--- src/rtl/sa_pkg.sv ---
// ---------------------------------------------------------------------------
// sa_pkg
// Shared definitions for the systolic array slice: default array geometry,
// the packed result-vector type and the per-column deskew depth helper.
// The PE array top, the upstream skew feeder and the column deskew block
// all import this package so they agree on geometry.
// ---------------------------------------------------------------------------
package sa_pkg;

  // Default array geometry
  localparam int SA_N       = 4;
  localparam int SA_X_WIDTH = 16;
  localparam int SA_Y_WIDTH = SA_X_WIDTH + SA_X_WIDTH - 1;

  // One full N-wide result vector, element j = column j
  typedef logic [SA_N-1:0][SA_Y_WIDTH-1:0] sa_vec_t;

  // Column j leaves the array j cycles after column 0, so it needs
  // N-1-j cycles of delay to line up with the last column.
  function automatic int sa_delay_depth(input int n, input int j);
    return n - 1 - j;
  endfunction

endpackage

--- src/rtl/sa_sync_fifo.sv ---
// ---------------------------------------------------------------------------
// sa_sync_fifo
// Single-clock FIFO holding aligned result vectors. Outputs come straight
// from flops (head entry of the storage array), so a push never falls
// through combinationally to o_data.
// Ports:
//   clk, rst_n   clock, asynchronous active-low reset
//   i_push       write i_data (ignored when full unless popping)
//   i_data       entry to write
//   o_full       count == DEPTH
//   i_pop        remove head entry (ignored when empty)
//   o_empty      count == 0
//   o_count      occupancy, 0..DEPTH
//   o_data       head entry
// ---------------------------------------------------------------------------
module sa_sync_fifo #(
  parameter int WIDTH = 8,
  parameter int DEPTH = 8
) (
  input  logic                     clk,
  input  logic                     rst_n,
  input  logic                     i_push,
  input  logic [WIDTH-1:0]         i_data,
  output logic                     o_full,
  input  logic                     i_pop,
  output logic                     o_empty,
  output logic [$clog2(DEPTH):0]   o_count,
  output logic [WIDTH-1:0]         o_data
);

  localparam int AW = $clog2(DEPTH);
  localparam logic [AW:0] CNT_FULL = (AW+1)'(DEPTH);

  logic [DEPTH-1:0][WIDTH-1:0] r_mem;
  logic [AW-1:0]               r_wrPtr;
  logic [AW-1:0]               r_rdPtr;
  logic [AW:0]                 r_count;
  logic                        w_doPush;
  logic                        w_doPop;

  // Full and empty come from the occupancy counter, so pointers can simply
  // wrap modulo DEPTH. A push into a full FIFO is still legal when the head
  // is leaving on the same edge: the write lands in the slot being freed.
  assign o_full   = (r_count == CNT_FULL);
  assign o_empty  = (r_count == '0);
  assign w_doPop  = i_pop & ~o_empty;
  assign w_doPush = i_push & (~o_full | w_doPop);

  // Storage, pointers and occupancy all move on the same edge so o_count
  // reflects a push or pop immediately after the edge that performs it.
  always_ff @(posedge clk or negedge rst_n) begin
    if (!rst_n) begin
      r_mem   <= '0;
      r_wrPtr <= '0;
      r_rdPtr <= '0;
      r_count <= '0;
    end else begin
      if (w_doPush) begin
        r_mem[r_wrPtr] <= i_data;
        r_wrPtr        <= r_wrPtr + AW'(1);
      end
      if (w_doPop) begin
        r_rdPtr <= r_rdPtr + AW'(1);
      end
      case ({w_doPush, w_doPop})
        2'b10:   r_count <= r_count + 1'b1;
        2'b01:   r_count <= r_count - 1'b1;
        default: r_count <= r_count;
      endcase
    end
  end

  assign o_count = r_count;
  assign o_data  = r_mem[r_rdPtr];

endmodule

--- src/rtl/sa_col_deskew.sv ---
// ---------------------------------------------------------------------------
// sa_col_deskew
// Removes the diagonal skew from the bottom row of the systolic array and
// reassembles one N-wide result vector per input vector, buffering complete
// vectors in a FIFO because the array cannot be stalled.
// Ports:
//   clk, rst_n   clock, asynchronous active-low reset
//   i_c_vld      per-column valid, bit j = column j
//   i_c          column results, slice j = [j*Y_WIDTH +: Y_WIDTH]
//   o_vld/i_rdy  aligned vector handshake, pop on o_vld & i_rdy
//   o_data       aligned vector, slice j = column j
//   o_count      FIFO occupancy
//   o_overflow   sticky: vector dropped because FIFO full
//   o_skew_err   sticky: some but not all delayed valids seen together
//   i_clr_err    synchronous clear of both sticky flags (set wins)
// ---------------------------------------------------------------------------
module sa_col_deskew
  import sa_pkg::*;
#(
  parameter int N       = SA_N,
  parameter int X_WIDTH = SA_X_WIDTH,
  parameter int Y_WIDTH = X_WIDTH + X_WIDTH - 1,
  parameter int DEPTH   = 8
) (
  input  logic                     clk,
  input  logic                     rst_n,
  input  logic [N-1:0]             i_c_vld,
  input  logic [N*Y_WIDTH-1:0]     i_c,
  output logic                     o_vld,
  input  logic                     i_rdy,
  output logic [N*Y_WIDTH-1:0]     o_data,
  output logic [$clog2(DEPTH):0]   o_count,
  output logic                     o_overflow,
  output logic                     o_skew_err,
  input  logic                     i_clr_err
);

  logic [N-1:0]              w_dlyVld;
  logic [N-1:0][Y_WIDTH-1:0] w_dlyData;
  logic                      w_allVld;
  logic                      w_anyVld;
  logic                      w_full;
  logic                      w_empty;
  logic                      w_pop;
  logic                      w_ovfSet;
  logic                      w_skewSet;
  logic                      r_overflow;
  logic                      r_skewErr;

  // Per-column delay lines: column j gets N-1-j stages so every column of
  // one input vector emerges on the same cycle as column N-1, which passes
  // straight through. Data flops are reset too so outputs are deterministic.
  for (genvar j = 0; j < N; j++) begin : g_col
    localparam int D = sa_delay_depth(N, j);
    if (D == 0) begin : g_pass
      assign w_dlyVld[j]  = i_c_vld[j];
      assign w_dlyData[j] = i_c[j*Y_WIDTH +: Y_WIDTH];
    end else begin : g_dly
      logic [D-1:0]              r_vld;
      logic [D-1:0][Y_WIDTH-1:0] r_data;

      // Shift register, stage 0 nearest the array
      always_ff @(posedge clk or negedge rst_n) begin
        if (!rst_n) begin
          r_vld  <= '0;
          r_data <= '0;
        end else begin
          r_vld[0]  <= i_c_vld[j];
          r_data[0] <= i_c[j*Y_WIDTH +: Y_WIDTH];
          for (int s = 1; s < D; s++) begin
            r_vld[s]  <= r_vld[s-1];
            r_data[s] <= r_data[s-1];
          end
        end
      end

      assign w_dlyVld[j]  = r_vld[D-1];
      assign w_dlyData[j] = r_data[D-1];
    end
  end

  // A beat is a complete vector only if every delayed valid is present;
  // a partial set means the upstream skew is broken, so nothing is written.
  assign w_allVld  = &w_dlyVld;
  assign w_anyVld  = |w_dlyVld;
  assign w_pop     = o_vld & i_rdy;
  assign w_ovfSet  = w_allVld & w_full & ~w_pop;
  assign w_skewSet = w_anyVld & ~w_allVld;

  sa_sync_fifo #(
    .WIDTH (N*Y_WIDTH),
    .DEPTH (DEPTH)
  ) u_fifo (
    .clk     (clk),
    .rst_n   (rst_n),
    .i_push  (w_allVld),
    .i_data  (w_dlyData),
    .o_full  (w_full),
    .i_pop   (w_pop),
    .o_empty (w_empty),
    .o_count (o_count),
    .o_data  (o_data)
  );

  assign o_vld = ~w_empty;

  // Sticky error flags: a set event on the same edge as a clear wins, and
  // only an explicit clear or reset brings a flag back down.
  always_ff @(posedge clk or negedge rst_n) begin
    if (!rst_n) begin
      r_overflow <= 1'b0;
      r_skewErr  <= 1'b0;
    end else begin
      if (w_ovfSet)       r_overflow <= 1'b1;
      else if (i_clr_err) r_overflow <= 1'b0;
      if (w_skewSet)      r_skewErr  <= 1'b1;
      else if (i_clr_err) r_skewErr  <= 1'b0;
    end
  end

  assign o_overflow = r_overflow;
  assign o_skew_err = r_skewErr;

endmodule

--- config.mk ---
export PLATFORM = sky130hd
export DESIGN_NAME = sa_col_deskew
export DESIGN_NICKNAME = d
export VERILOG_FILES = /design/src/rtl/sa_pkg.sv /design/src/rtl/sa_sync_fifo.sv /design/src/rtl/sa_col_deskew.sv
export SDC_FILE = /design/constraint.sdc
export NUM_CORES = 2
export LEC_CHECK = 0
export CAP_MARGIN = 20
export CORE_MARGIN = 10
export CORE_UTILIZATION = 54
export CTS_CLUSTER_SIZE = 16
export DETAILED_ROUTE_END_ITERATION = 10
export MAX_ROUTING_LAYER = met4
export PLACE_DENSITY_LB_ADDON = 0.25
export SLEW_MARGIN = 20
export SYNTH_ARGS = -nofsm -noshare
export SYNTH_HDL_FRONTEND = slang
export SYNTH_SLANG_ARGS = --single-unit
--- constraint.sdc ---
create_clock -name clk -period 2.5 [get_ports clk]
set_clock_uncertainty 0.05 [all_clocks]
set_input_delay 0.5 -clock clk [delete_from_list [all_inputs] [get_ports clk]]
set_output_delay 0.5 -clock clk [all_outputs]
set_load 0.02 [all_outputs]
==> impl_metrics.env <==
export IMPL_swShare_pct=29.1
export IMPL_yosys_area_top_type_share_pct=60.5
export IMPL_seqPwrFrac_pct=37.5
export IMPL_dieWidth_um=323
export IMPL_grt_overflow_total=0
export IMPL_hold_class="input pin to flip-flop"
export IMPL_worstSkewPairLatency_ns=0.72
export IMPL_clock_power_share_pct=26.0
export IMPL_p_switching_mw=21.1
export IMPL_finalSetupViolCount=622
export IMPL_synthesis_area_um2=49400
export IMPL_synth_area_top_cells="dfrtp_1 (61%), mux2_2 (24%), mux4_2 (11%), mux2_1 (1.4%), buf_2 (0.96%)"
export IMPL_slew_headroom_pct=54.8
export IMPL_p_leak_nw=29.6
export IMPL_cts_root_buf="clkbuf_16"
export IMPL_syn_area_per_cell_um2=17.7
export IMPL_start_kind="flip-flop"
export IMPL_path_class="flip-flop to primary output"
export IMPL_grt_max_degree=133
export IMPL_rows=110
export IMPL_cts_clk_slew_worst_paths_ns=0.07
export IMPL_core_area_um2=90400
export IMPL_antenna_found_initial=7
export IMPL_start_util_pct=54.7
export IMPL_wl_um=124000
export IMPL_final_layout_size_suffix_gt1_share_pct=58.6
export IMPL_gp_congestion=0.769
export IMPL_clock_path_buffers=3
export IMPL_die_area_um2=104000
export IMPL_p_int_mw=51.6
export IMPL_cts_tree="yes"
export IMPL_grt_pass1_wl_um=181000
export IMPL_p_per_area_nw_per_um2=1140
export IMPL_hold_violations=0
export IMPL_synth_seq_cells=1196
export IMPL_grt_usage_pct=23.2
export IMPL_htreeDepth=3
export IMPL_yosysTopAreaCell="dfrtp_1"
export IMPL_violations="negative setup slack"
export IMPL_fill_cells=5550
export IMPL_max_freq_mhz=306
export IMPL_cts_buffers=121
export IMPL_fin_util_pct=70.3
export IMPL_crit_arrival_ns=2.71
export IMPL_fin_ws_ns=-0.764
export IMPL_wl_per_cell_um=27.0
export IMPL_p_comb_share_pct=36.5
export IMPL_critPathRequiredTime_ns=1.95
export IMPL_max_vdd_ir_drop_mv=0.783
export IMPL_period_needed_ns=3.26
export IMPL_post_dp_cell_area_um2=55600
export IMPL_dr_total_vias=27300
export IMPL_drt_iter0_markers=1934
export IMPL_grt_pass1_vias=30300
export IMPL_ys_seq_area_share_pct=60.5
export IMPL_maxCapViolCount=0
export IMPL_fin_hold_ws_ns=0.172
export IMPL_slew_violations=0
export IMPL_fin_nets=3446
export IMPL_synthesis_nets=2931
export IMPL_io_pins=263
export IMPL_die_y_um=323
export IMPL_drc_errors=0
export IMPL_place_detailed_hpwl_um=73600
export IMPL_crit_path_end_kind="primary output"
export IMPL_rsz0062_at_grt="yes"
export IMPL_clock_sinks=1196
export IMPL_fin_crit_sh_pct=131
export IMPL_viasPerCell=5.94
export IMPL_drtPass1Iterations=5
export IMPL_status="complete, but fails checks"
export IMPL_timing_worst_slew_pin_value_ns=0.678
export IMPL_synthCells=2794
export IMPL_syn_to_final_growth_pct=28.7
export IMPL_io_buffer_count=262
export IMPL_finalInstanceArea_um2=63600
export IMPL_cp_max_fo=6
export IMPL_yosysWarningCount=0
export IMPL_drtAntennaViolNets=0
export IMPL_yosysUniqueCellTypes=31
[power groups by stage]
stage,sequential [mW],combinational (mW),clock (mW)
6_report,27.3,26.5,18.9
3_5_place_dp,27.4,22.1,0
2_1_floorplan,26.2,14.1,0
3_3_place_gp,26.8,21.6,0
5_1_grt,27.8,27.9,20.0
4_1_cts,27.1,22.8,19.2
[sequential cells by signal (all words and copies together), names as in the netlist]
signal,cells
o_overflow,1
g_col.g_dly.r_data,186
o_skew_err,1
g_col.g_dly.r_vld,6
u_fifo.o_count,4
u_fifo.r_rdPtr,3
u_fifo.r_wrPtr,3
u_fifo.r_mem,992
[what timing repair did]
item / CTS / global route
hold endpoints to repair: 119 / 0
resized for setup: 555 / 658
setup buffers: 29 / 48
setup endpoints to repair: 340 / 637
gates cloned: 9 / 44
pin swaps: 2 / 8
hold buffers: 1 / 0
[cell usage after synthesis]
cell	count
dfrtp_1	1196
mux2_2	1058
mux4_2	248
buf_2	95
mux2_1	60
clkbuf_1	50
buf_4	24
buf_1	10
nand2_1	7
ha_1	5
xnor2_1	5
inv_1	4
xor2_1	4
nand3_1	3
nor2b_1	3
nor4b_4	3
a21oi_1	2
and4b_1	2
nor2_1	2
nor3_2	2
a31oi_1	1
a31oi_4	1
inv_2	1
nand2b_1	1
nand4_1	1
nor4_4	1
o21ai_0	1
o22ai_1	1
o32ai_1	1
or3_1	1
or4_1	1
[per-layer routing]
metal  global-route usage (%)  share of wire [%]
met1                     29.9                 43
met2                     37.7                 50
met3                     4.51                4.9
met4                     6.10                2.1
met5                        -                  0
[cell families (layout without fill, tap and decap cells)]
logic type,Yosys count,after routing,synth area share (%)
AO/OA/AOI/OAI,7,7,0.116
XOR/XNOR,9,9,0.159
adder cells (fa/ha/maj),5,5,0.127
buffers and inverters,184,800,1.82
flip-flops,1196,1196,60.5
multiplexers,1366,1366,36.8
other,0,6,0
AND/OR/NAND/NOR,27,27,0.458
[stage by stage]
step                cells  setup slack (ns)  total power, mW  TNS (ns)
floorplan            2794           0.00987             40.3         0
global placement     4239            -0.640             48.4   -565.48
detailed placement   4239            -0.706             49.5   -603.94
CTS                  4501            -0.865             69.1    -95.70
global route         4590            -0.833             75.7   -179.79
finish               4592            -0.764             72.7   -105.79
[layout by cell type, fill, tap and decap left out, types with 2 or more instances in the layout]
cell	instances
clkbuf_16	164
dfrtp_1	1193
inv_6	3
clkinv_8	2
mux4_2	248
xor2_1	4
nor4b_4	3
nor2b_1	3
clkbuf_1	19
clkdlybuf4s50_1	132
ha_1	4
clkbuf_8	25
mux2_1	23
xnor2_1	5
clkinv_4	2
diode_2	6
and4b_4	2
buf_16	18
buf_8	15
inv_1	4
nand2_1	7
buf_2	3
buf_6	141
nor3_4	2
dlygate4sd2_1	4
clkinvlp_4	3
nand3_1	3
bufinv_16	15
buf_4	77
mux2_2	772
mux2_4	323
dfrtp_4	3
clkinv_2	31
buf_12	139
[layout make-up]
| cell class | instances | area, um2 | area share, % |
|---|---|---|---|
| flip-flops and latches | 1196 | 29900 | 47.1 |
| multi-input cells | 1414 | 19800 | 31.2 |
| repair buffers | 571 | 8080 | 12.7 |
| clock buffers | 167 | 3490 | 5.49 |
| well taps | 1176 | 1470 | 2.31 |
| clock inverters | 57 | 727 | 1.14 |
| inverters | 5 | 23.8 | 0.0374 |
| diodes | 6 | 15.0 | 0.0236 |
[worst max-delay path: stages (launching register included)]
cell	delay (ns)
dfrtp_4	0.53
buf_12	0.17
buf_6	0.12
buf_12	0.13
buf_12	0.14
mux4_2	0.44
mux2_4	0.32
buf_6	0.14
[final timing paths]
path	startpoint	end	slack, ns	cells past startpoint
worst max-delay path	u_fifo.r_rdPtr[0]	o_data[29]	-0.76	7
worst min-delay path	i_c[61]	g_col[1].g_dly.r_data[30]	0.17	1
max in group asynchronous	rst_n	u_fifo.r_mem[126]	1.14	3
min in group asynchronous	rst_n	u_fifo.r_mem[219]	0.23	2
worst max register to register	g_col[0].g_dly.r_vld[2]	u_fifo.r_mem[612]	-0.12	9
worst min register to register	g_col[0].g_dly.r_data[45]	g_col[0].g_dly.r_data[76]	0.29	0
No activity file was read; power rests on OpenSTA's default activity.
